===== config.mk =====
export PLATFORM = sky130hd
export DESIGN_NAME = demux_2_buf
export DESIGN_NICKNAME = d
export VERILOG_FILES = /design/src/rtl/demux_2_buf_pkg.sv /design/src/rtl/demux_2_fifo.sv /design/src/rtl/demux_2_buf.sv
export SDC_FILE = /design/constraint.sdc
export NUM_CORES = 1
export LEC_CHECK = 0
export ABC_CLOCK_PERIOD_IN_PS = 2500
export CORE_AREA = 8 8 96 98
export CTS_CLUSTER_SIZE = 30
export DETAILED_ROUTE_END_ITERATION = 8
export DIE_AREA = 0 0 104 106
export DONT_BUFFER_PORTS = 1
export GPL_ROUTABILITY_DRIVEN = 0
export GPL_TIMING_DRIVEN = 0
export PLACE_DENSITY = 0.76
export SETUP_SLACK_MARGIN = 0.1
export SLEW_MARGIN = 20
export SYNTH_ARGS = -nofsm -noshare
export SYNTH_HDL_FRONTEND = slang
export SYNTH_SLANG_ARGS = --single-unit

===== constraint.sdc =====
create_clock -name clk -period 2.5 [get_ports clk]
set_clock_uncertainty 0.2 [all_clocks]
set_input_delay 0.5 -clock clk [delete_from_list [all_inputs] [get_ports clk]]
set_output_delay 0.5 -clock clk [all_outputs]
set_load 0.02 [all_outputs]

===== src/rtl/demux_2_buf_pkg.sv =====
// demux_2_buf shared definitions.
// Word width, channel select encoding and default FIFO depth.
package demux_2_buf_pkg;
  localparam int   WORD_W      = 16;
  localparam logic SEL_CH1     = 1'b0;
  localparam logic SEL_CH2     = 1'b1;
  localparam int   DEMUX_DEPTH = 2;
endpackage


===== src/rtl/demux_2_fifo.sv =====
// demux_2_fifo: small per-channel FIFO.
// Head word is held after the last pop so an empty output never changes.
module demux_2_fifo #(
  parameter int WIDTH = 16,
  parameter int DEPTH = 2
) (
  input  logic             clk,
  input  logic             rst_n,
  input  logic             push,
  input  logic             pop,
  input  logic [WIDTH-1:0] din,
  output logic [WIDTH-1:0] dout,
  output logic             full,
  output logic             empty
);
  localparam int AW = $clog2(DEPTH);
  localparam int CW = AW + 1;

  logic [WIDTH-1:0] mem_q [DEPTH];
  logic [WIDTH-1:0] mem_d [DEPTH];
  logic [AW-1:0]    wr_ptr_q, wr_ptr_d;
  logic [AW-1:0]    rd_ptr_q, rd_ptr_d;
  logic [CW-1:0]    cnt_q, cnt_d;
  logic [WIDTH-1:0] last_q, last_d;
  logic             push_ok, pop_ok;

  assign full    = (cnt_q == CW'(DEPTH));
  assign empty   = (cnt_q == '0);
  assign push_ok = push && !full;
  assign pop_ok  = pop && !empty;
  assign dout    = empty ? last_q : mem_q[rd_ptr_q];

  // Next-state: write slot, pointer wrap, occupancy, held head word
  always_comb begin
    mem_d    = mem_q;
    wr_ptr_d = wr_ptr_q;
    rd_ptr_d = rd_ptr_q;
    last_d   = last_q;
    if (push_ok) begin
      mem_d[wr_ptr_q] = din;
      wr_ptr_d        = wr_ptr_q + AW'(1);
    end
    if (pop_ok) begin
      last_d   = mem_q[rd_ptr_q];
      rd_ptr_d = rd_ptr_q + AW'(1);
    end
    cnt_d = cnt_q + CW'(push_ok) - CW'(pop_ok);
  end

  // State registers; reset discards all queued words
  always_ff @(posedge clk or negedge rst_n) begin
    if (!rst_n) begin
      for (int i = 0; i < DEPTH; i++) mem_q[i] <= '0;
      wr_ptr_q <= '0;
      rd_ptr_q <= '0;
      cnt_q    <= '0;
      last_q   <= '0;
    end else begin
      mem_q    <= mem_d;
      wr_ptr_q <= wr_ptr_d;
      rd_ptr_q <= rd_ptr_d;
      cnt_q    <= cnt_d;
      last_q   <= last_d;
    end
  end
endmodule


===== src/rtl/demux_2_buf.sv =====
// demux_2_buf: registered 1-to-2 demux with a FIFO per channel.
// Optional pop counters enabled by DEMUX_2_BUF_CNT_EN.
module demux_2_buf
  import demux_2_buf_pkg::*;
#(
  parameter int WIDTH = WORD_W,
  parameter int DEPTH = DEMUX_DEPTH
) (
  input  logic             clk,
  input  logic             rst_n,
  input  logic             in_valid,
  output logic             in_ready,
  input  logic             in_sel,
  input  logic [WIDTH-1:0] in_data,
  output logic             out_1_valid,
  input  logic             out_1_ready,
  output logic [WIDTH-1:0] out_1_data,
  output logic             out_2_valid,
  input  logic             out_2_ready,
  output logic [WIDTH-1:0] out_2_data
`ifdef DEMUX_2_BUF_CNT_EN
  ,
  input  logic             clr_cnt,
  output logic [15:0]      cnt_1,
  output logic [15:0]      cnt_2
`endif
);
  logic sel_ch2;
  logic full_1, full_2;
  logic empty_1, empty_2;
  logic push_1, push_2;
  logic pop_1, pop_2;

  assign sel_ch2     = (in_sel == SEL_CH2);
  assign in_ready    = sel_ch2 ? !full_2 : !full_1;
  assign push_1      = in_valid && in_ready && !sel_ch2;
  assign push_2      = in_valid && in_ready && sel_ch2;
  assign out_1_valid = !empty_1;
  assign out_2_valid = !empty_2;
  assign pop_1       = out_1_valid && out_1_ready;
  assign pop_2       = out_2_valid && out_2_ready;

  demux_2_fifo #(
    .WIDTH (WIDTH),
    .DEPTH (DEPTH)
  ) u_fifo_1 (
    .clk   (clk),
    .rst_n (rst_n),
    .push  (push_1),
    .pop   (pop_1),
    .din   (in_data),
    .dout  (out_1_data),
    .full  (full_1),
    .empty (empty_1)
  );

  demux_2_fifo #(
    .WIDTH (WIDTH),
    .DEPTH (DEPTH)
  ) u_fifo_2 (
    .clk   (clk),
    .rst_n (rst_n),
    .push  (push_2),
    .pop   (pop_2),
    .din   (in_data),
    .dout  (out_2_data),
    .full  (full_2),
    .empty (empty_2)
  );

`ifdef DEMUX_2_BUF_CNT_EN
  logic [15:0] cnt_1_q, cnt_1_d;
  logic [15:0] cnt_2_q, cnt_2_d;

  assign cnt_1 = cnt_1_q;
  assign cnt_2 = cnt_2_q;

  // Pop counters: clear beats increment, natural 16-bit wrap
  always_comb begin
    cnt_1_d = cnt_1_q;
    cnt_2_d = cnt_2_q;
    if (clr_cnt) begin
      cnt_1_d = '0;
      cnt_2_d = '0;
    end else begin
      if (pop_1) cnt_1_d = cnt_1_q + 16'd1;
      if (pop_2) cnt_2_d = cnt_2_q + 16'd1;
    end
  end

  // Counter registers
  always_ff @(posedge clk or negedge rst_n) begin
    if (!rst_n) begin
      cnt_1_q <= '0;
      cnt_2_q <= '0;
    end else begin
      cnt_1_q <= cnt_1_d;
      cnt_2_q <= cnt_2_d;
    end
  end
`endif
endmodule


; Word level (Yosys, flattened, before mapping)
; Cells that the tools add are included.
[word_totals]
reg_bits = 104
word_cells = 65
input_bits = 22
output_inout_bits = 35
[classes]
bitwise = 4
n_mux = 15
eq_ne = 2
reduce_logical = 18
magnitude_cmp = 6
addsub = 8
[op_table]
columns = cell, n
row1 = $mux W16, 10
row2 = $bwmux W32, 2
row3 = $demux W16 S1, 2
row4 = $logic_and A1 B1 Y1, 11
row5 = $ge A2 B2 Y1 const B, 4
row6 = $not A1 Y2, 4
row7 = $logic_not A1 Y1, 5
row8 = $add A1 B1 Y1 const B, 4
row9 = $add A2 B1 Y2, 2
row10 = $eq A2 B2 Y1 const B, 2
row11 = $logic_not A2 Y1, 2
row12 = $lt A2 B1 Y1 const B, 2
row13 = $sub A2 B1 Y2, 2
row14 = $mux W1, 1

; Longest topological paths before layout
[logic_depth]
word_depth = 8
depth_mapped = 7
ltp_nobuf = 6

; Cells and area by module
; Synthesis repeated with hierarchy kept, for this count alone.
[unflattened]
cells_unflattened = 391
area_unflattened_um2 = 4673.2
[modules_own_cells]
columns = module, instances, seq_area_each_um2, area_per_inst_um2, cells_per_inst
row1 = demux_2_fifo, 2, 1301.2, 2313.5, 192
row2 = demux_2_buf, 1, 0.0, 46.3, 7

; Worst setup path after synthesis
; No wires, ideal clock.
[synth_path]
path_kind = flip-flop to output port
start = reg u_fifo_2.cnt_q[1]
end = out out_2_data[0]
path_slack_ps = 305
path_buffers = 2
t_required_ps = 1800
arrival_ps = 1495
path_stages_with_launch = 5
cell_sequence = dfrtp_1 > or2_2 > clkbuf_1 > clkbuf_1 > a21oi_1
[synth_between]
elab_chain_cells = 2
[synth_lines]
columns = element, line_no
row1 = "start, declared", demux_2_fifo.sv:23  ; logic [CW-1:0] cnt_q, cnt_d;
row2 = "start signal, assigned", demux_2_fifo.sv:62  ; cnt_q <= cnt_d;
row3 = $logic_not A2 Y1, demux_2_fifo.sv:28  ; assign empty = (cnt_q == '0);
row4 = $mux W16, demux_2_fifo.sv:31  ; assign dout = empty ? last_q : mem_q[rd_ptr_q];
row5 = "end, declared", demux_2_buf.sv:20  ; output logic [WIDTH-1:0] out_2_data
; No other way between the ends.

; Worst setup path after layout
[layout_path]
start = reg u_fifo_2.rd_ptr_q
end = out out_2_data[7]
[layout_between]
elab_chain_cells = 5
[layout_lines]
columns = element, line_no
row1 = "start, declared", demux_2_fifo.sv:22  ; logic [AW-1:0] rd_ptr_q, rd_ptr_d;
row2 = "start signal, assigned", demux_2_fifo.sv:61  ; rd_ptr_q <= rd_ptr_d;
row3 = $not A1 Y2 (implied by the code), demux_2_fifo.sv:31
row4 = $mux W16 (implied by the code) (3 in series), demux_2_fifo.sv:31
row5 = $mux W16, demux_2_fifo.sv:31
; No other way between the ends. The select of a mux whose other input is x is not followed.

==> impl_metrics.env <==
export IMPL_number_of_buffers_added_by_the_clock_tree_synthesis_step=9
export IMPL_grtUsageTotal=0.182
export IMPL_finalSetupTns_ps=0
export IMPL_failing_checks="negative hold slack"
export IMPL_avgSynthCellArea_sq_um=11.9
export IMPL_timing_critical_path_from_type="register"
export IMPL_period_minus_slack_ps=2340
export IMPL_timing_critical_path_required_ps=1800
export IMPL_grt_util_met3=0.0526
export IMPL_post_route_drc_count=0
export IMPL_final_cell_count_no_fill=506
export IMPL_insertedDiodeCount=0
export IMPL_max_cap_viol_count=0
export IMPL_areaGrowthSynthToFinish_pct=22.1
export IMPL_postSynthRegisterBits=104
export IMPL_initial_cell_density_of_the_core=0.587
export IMPL_timing_critical_path_arrival_ps=1640
export IMPL_clock_root_buffer="sky130_fd_sc_hd__clkbuf_8"
export IMPL_placement_io_buffers=0
export IMPL_setup_worst_path_end_class="output port"
export IMPL_use_met1=0.226
export IMPL_setup_viol=0
export IMPL_layout_worst_path_cycle_share=0.936
export IMPL_synth_warning_count=0
export IMPL_fmax_ghz=0.427
export IMPL_cp_cell_sequence="clkbuf_4 -> buf_6 -> mux2i_2 -> a21oi_4"
export IMPL_die_width_microns=104
export IMPL_timing_hold_violations_final=104
export IMPL_critical_path_slowest_cell="sky130_fd_sc_hd__mux2i_2"
export IMPL_grt_max_degree=105
export IMPL_gr_total_overflow=0
export IMPL_drt_wl_total_microns=9670
export IMPL_first_pass_grt_wire_length_microns=15800
export IMPL_antenna_found_initial=0
export IMPL_drt_antenna_net_count=0
export IMPL_slowest_delay_ps=350
export IMPL_fp_dieH_microns=106
export IMPL_critPathKind="register to output port"
export IMPL_grt_setup_unrepaired="yes"
export IMPL_timing_max_transition_violations_final=0
export IMPL_synth_edff_count=0
export IMPL_clkSinkCount=104
export IMPL_hold_class="input pin to asynchronous set/reset pin"
export IMPL_dr_first_iter_drc_count=109
export IMPL_fp_coreArea_sq_um=7850
export IMPL_ctsLongestPathBuffers=2
export IMPL_route_vias_total=2877
export IMPL_grt_busiest_layer="met2"
export IMPL_holdWs_ps=-380
export IMPL_synth_flop_cell="sky130_fd_sc_hd__dfrtp_1"
export IMPL_status="finished with violations"
export IMPL_sequential_cell_area_fraction_in_the_yosys_report=0.565
export IMPL_design_area_sq_um=5630
export IMPL_detailedRoute_firstPassIterationCount=6
export IMPL_floorplan_io_pins=57
export IMPL_asyncSetResetFlopFracSynth=1.00
export IMPL_final_layout_size_suffix_gt1_frac=0.444
export IMPL_worstSkewPairLatency_ps=360
export IMPL_maximum_fanout_count_along_the_critical_path=10
export IMPL_syn_cell_area_sq_um=4610
export IMPL_design_final_nets=421
export IMPL_tritoncts="done"
export IMPL_placed_area_sq_um=4740
export IMPL_maxSlewHeadroom=0.594
export IMPL_globalRouteMet2Util=0.298
export IMPL_post_drt_wl_per_cell_microns=19.1
export IMPL_placement_rows=33
export IMPL_first_global_vias=3017
export IMPL_detail_route_vias_per_cell=5.69
export IMPL_design_die_area_sq_um=11000
export IMPL_synth_distinct_cells=27
export IMPL_synth_cells=388
export IMPL_dpl_cell_count=493
export IMPL_worst_setup_hold_path_clk_slew_ps=90
export IMPL_syn_nets=412
export IMPL_clock_tree_htree_level_count=3
export IMPL_place_hpwl_microns=6580
export IMPL_worst_pin_slew_ps=606
-- cell usage after synthesis, types with 2 or more instances --
master,count,area share
sky130_fd_sc_hd__buf_2,7,0.0076
sky130_fd_sc_hd__clkbuf_1,14,0.011
sky130_fd_sc_hd__or2_2,2,0.0027
sky130_fd_sc_hd__inv_1,4,0.0033
sky130_fd_sc_hd__ha_1,2,0.0054
sky130_fd_sc_hd__mux2i_1,34,0.074
sky130_fd_sc_hd__o21ai_1,2,0.0022
sky130_fd_sc_hd__xnor2_1,6,0.011
sky130_fd_sc_hd__a21oi_1,33,0.036
sky130_fd_sc_hd__mux2_4,10,0.033
sky130_fd_sc_hd__nor2b_1,2,0.0027
sky130_fd_sc_hd__mux2_2,54,0.13
sky130_fd_sc_hd__buf_6,2,0.0049
sky130_fd_sc_hd__xor2_1,2,0.0038
sky130_fd_sc_hd__nor2_1,34,0.028
sky130_fd_sc_hd__nand2_1,35,0.029
sky130_fd_sc_hd__dfrtp_1,104,0.56
sky130_fd_sc_hd__o21ai_0,32,0.035
-- worst paths after layout --
| path | end | start | slack (ps) | cells after the start |
|---|---|---|---|---|
| max | out_2_data[7] | u_fifo_2.rd_ptr_q$_DFFE_PN0P_ | 160 | 4 |
| min | u_fifo_2.last_q[13]$_DFFE_PN0P_ | rst_n | -380 | 0 |
| max reg2reg | u_fifo_1.cnt_q[1]$_DFF_PN0_ | u_fifo_1.cnt_q[0]$_DFF_PN0_ | 240 | 7 |
| min reg2reg | u_fifo_2.last_q[8]$_DFFE_PN0P_ | u_fifo_2.last_q[8]$_DFFE_PN0P_ | 290 | 2 |
| max in group asynchronous | u_fifo_1.mem_q[20]$_DFFE_PN0P_ | rst_n | 2370 | 0 |
| min in group clk | u_fifo_1.mem_q[13]$_DFFE_PN0P_ | in_data[13] | 70 | 1 |
-- cells in the final DEF, fill, tap and decap left out, types with 2 or more instances in the layout --
cell type / count
sky130_fd_sc_hd__mux2i_2: 8
sky130_fd_sc_hd__buf_4: 2
sky130_fd_sc_hd__clkbuf_16: 2
sky130_fd_sc_hd__clkbuf_4: 3
sky130_fd_sc_hd__buf_2: 3
sky130_fd_sc_hd__a21oi_4: 32
sky130_fd_sc_hd__ha_1: 2
sky130_fd_sc_hd__mux2_2: 54
sky130_fd_sc_hd__mux2i_4: 10
sky130_fd_sc_hd__clkinv_2: 2
sky130_fd_sc_hd__clkbuf_8: 13
sky130_fd_sc_hd__nand2_1: 35
sky130_fd_sc_hd__inv_1: 4
sky130_fd_sc_hd__clkbuf_1: 4
sky130_fd_sc_hd__xor2_1: 2
sky130_fd_sc_hd__dfrtp_1: 104
sky130_fd_sc_hd__mux2_4: 10
sky130_fd_sc_hd__o21ai_0: 32
sky130_fd_sc_hd__nor2_2: 25
sky130_fd_sc_hd__nor2_1: 9
sky130_fd_sc_hd__nor2b_1: 2
sky130_fd_sc_hd__mux2i_1: 16
sky130_fd_sc_hd__buf_6: 3
sky130_fd_sc_hd__xnor2_1: 6
sky130_fd_sc_hd__or2_4: 2
-- area by class of cell --
class | count | area, sq um
clock buffers | 10 | 138
inverters | 4 | 15.0
multi-input cells | 256 | 2470
flip-flops and latches | 104 | 2600
well taps | 105 | 131
clock inverters | 5 | 56.3
plain buffers | 22 | 213
fillers | 518 | 2220
-- registers in the layout, summed over array words and instances, names as in the netlist --
name / flops
u_fifo_1.wr_ptr_q: 1
u_fifo_2.cnt_q: 2
u_fifo_2.wr_ptr_q: 1
u_fifo_2.rd_ptr_q: 1
u_fifo_1.rd_ptr_q: 1
u_fifo_1.mem_q: 32
u_fifo_2.last_q: 16
u_fifo_1.cnt_q: 2
u_fifo_2.mem_q: 32
u_fifo_1.last_q: 16
-- critical path, delay by kind of cell (launching register included) --
kind / cells / cell delay, ps
buffers and inverters: 2 / 450
muxes: 1 / 350
DFF: 1 / 330
AOI/OAI and AO/OA: 1 / 140
-- layer usage --
layer / vias up / part of all wire
met5: - / 0
met1: 1446 / 0.45
met4: 0 / 0.019
met2: 68 / 0.48
li1: 1346 / -
met3: 17 / 0.049
-- kinds of logic after synthesis --
family,after synthesis,synth area share
flip-flops,104,0.565
multiplexers,98,0.238
AND/OR/NAND/NOR,81,0.0747
AO/OA/AOI/OAI,67,0.0728
buffers and inverters,28,0.0288
XOR/XNOR,8,0.0152
adder cells (fa/ha/maj),2,0.00543
-- what timing repair did --
item	in CTS	in global routing
setup endpoints to repair	34	34
gates resized for setup	120	34
buffers inserted	0	0
endpoints found under the hold margin	104	104
pin swaps	1	0
-- through the flow --
stage	setup slack [ps]	utilization
finish	160	0.717
CTS	96.6	0.698
global placement	-56.3	0.604
detailed placement	-90.4	0.604
floorplan	305	-
global route	76.3	0.717
Power is not shown: default switching activity piles up to over one toggle a cycle in this logic, so the estimate is an artifact.
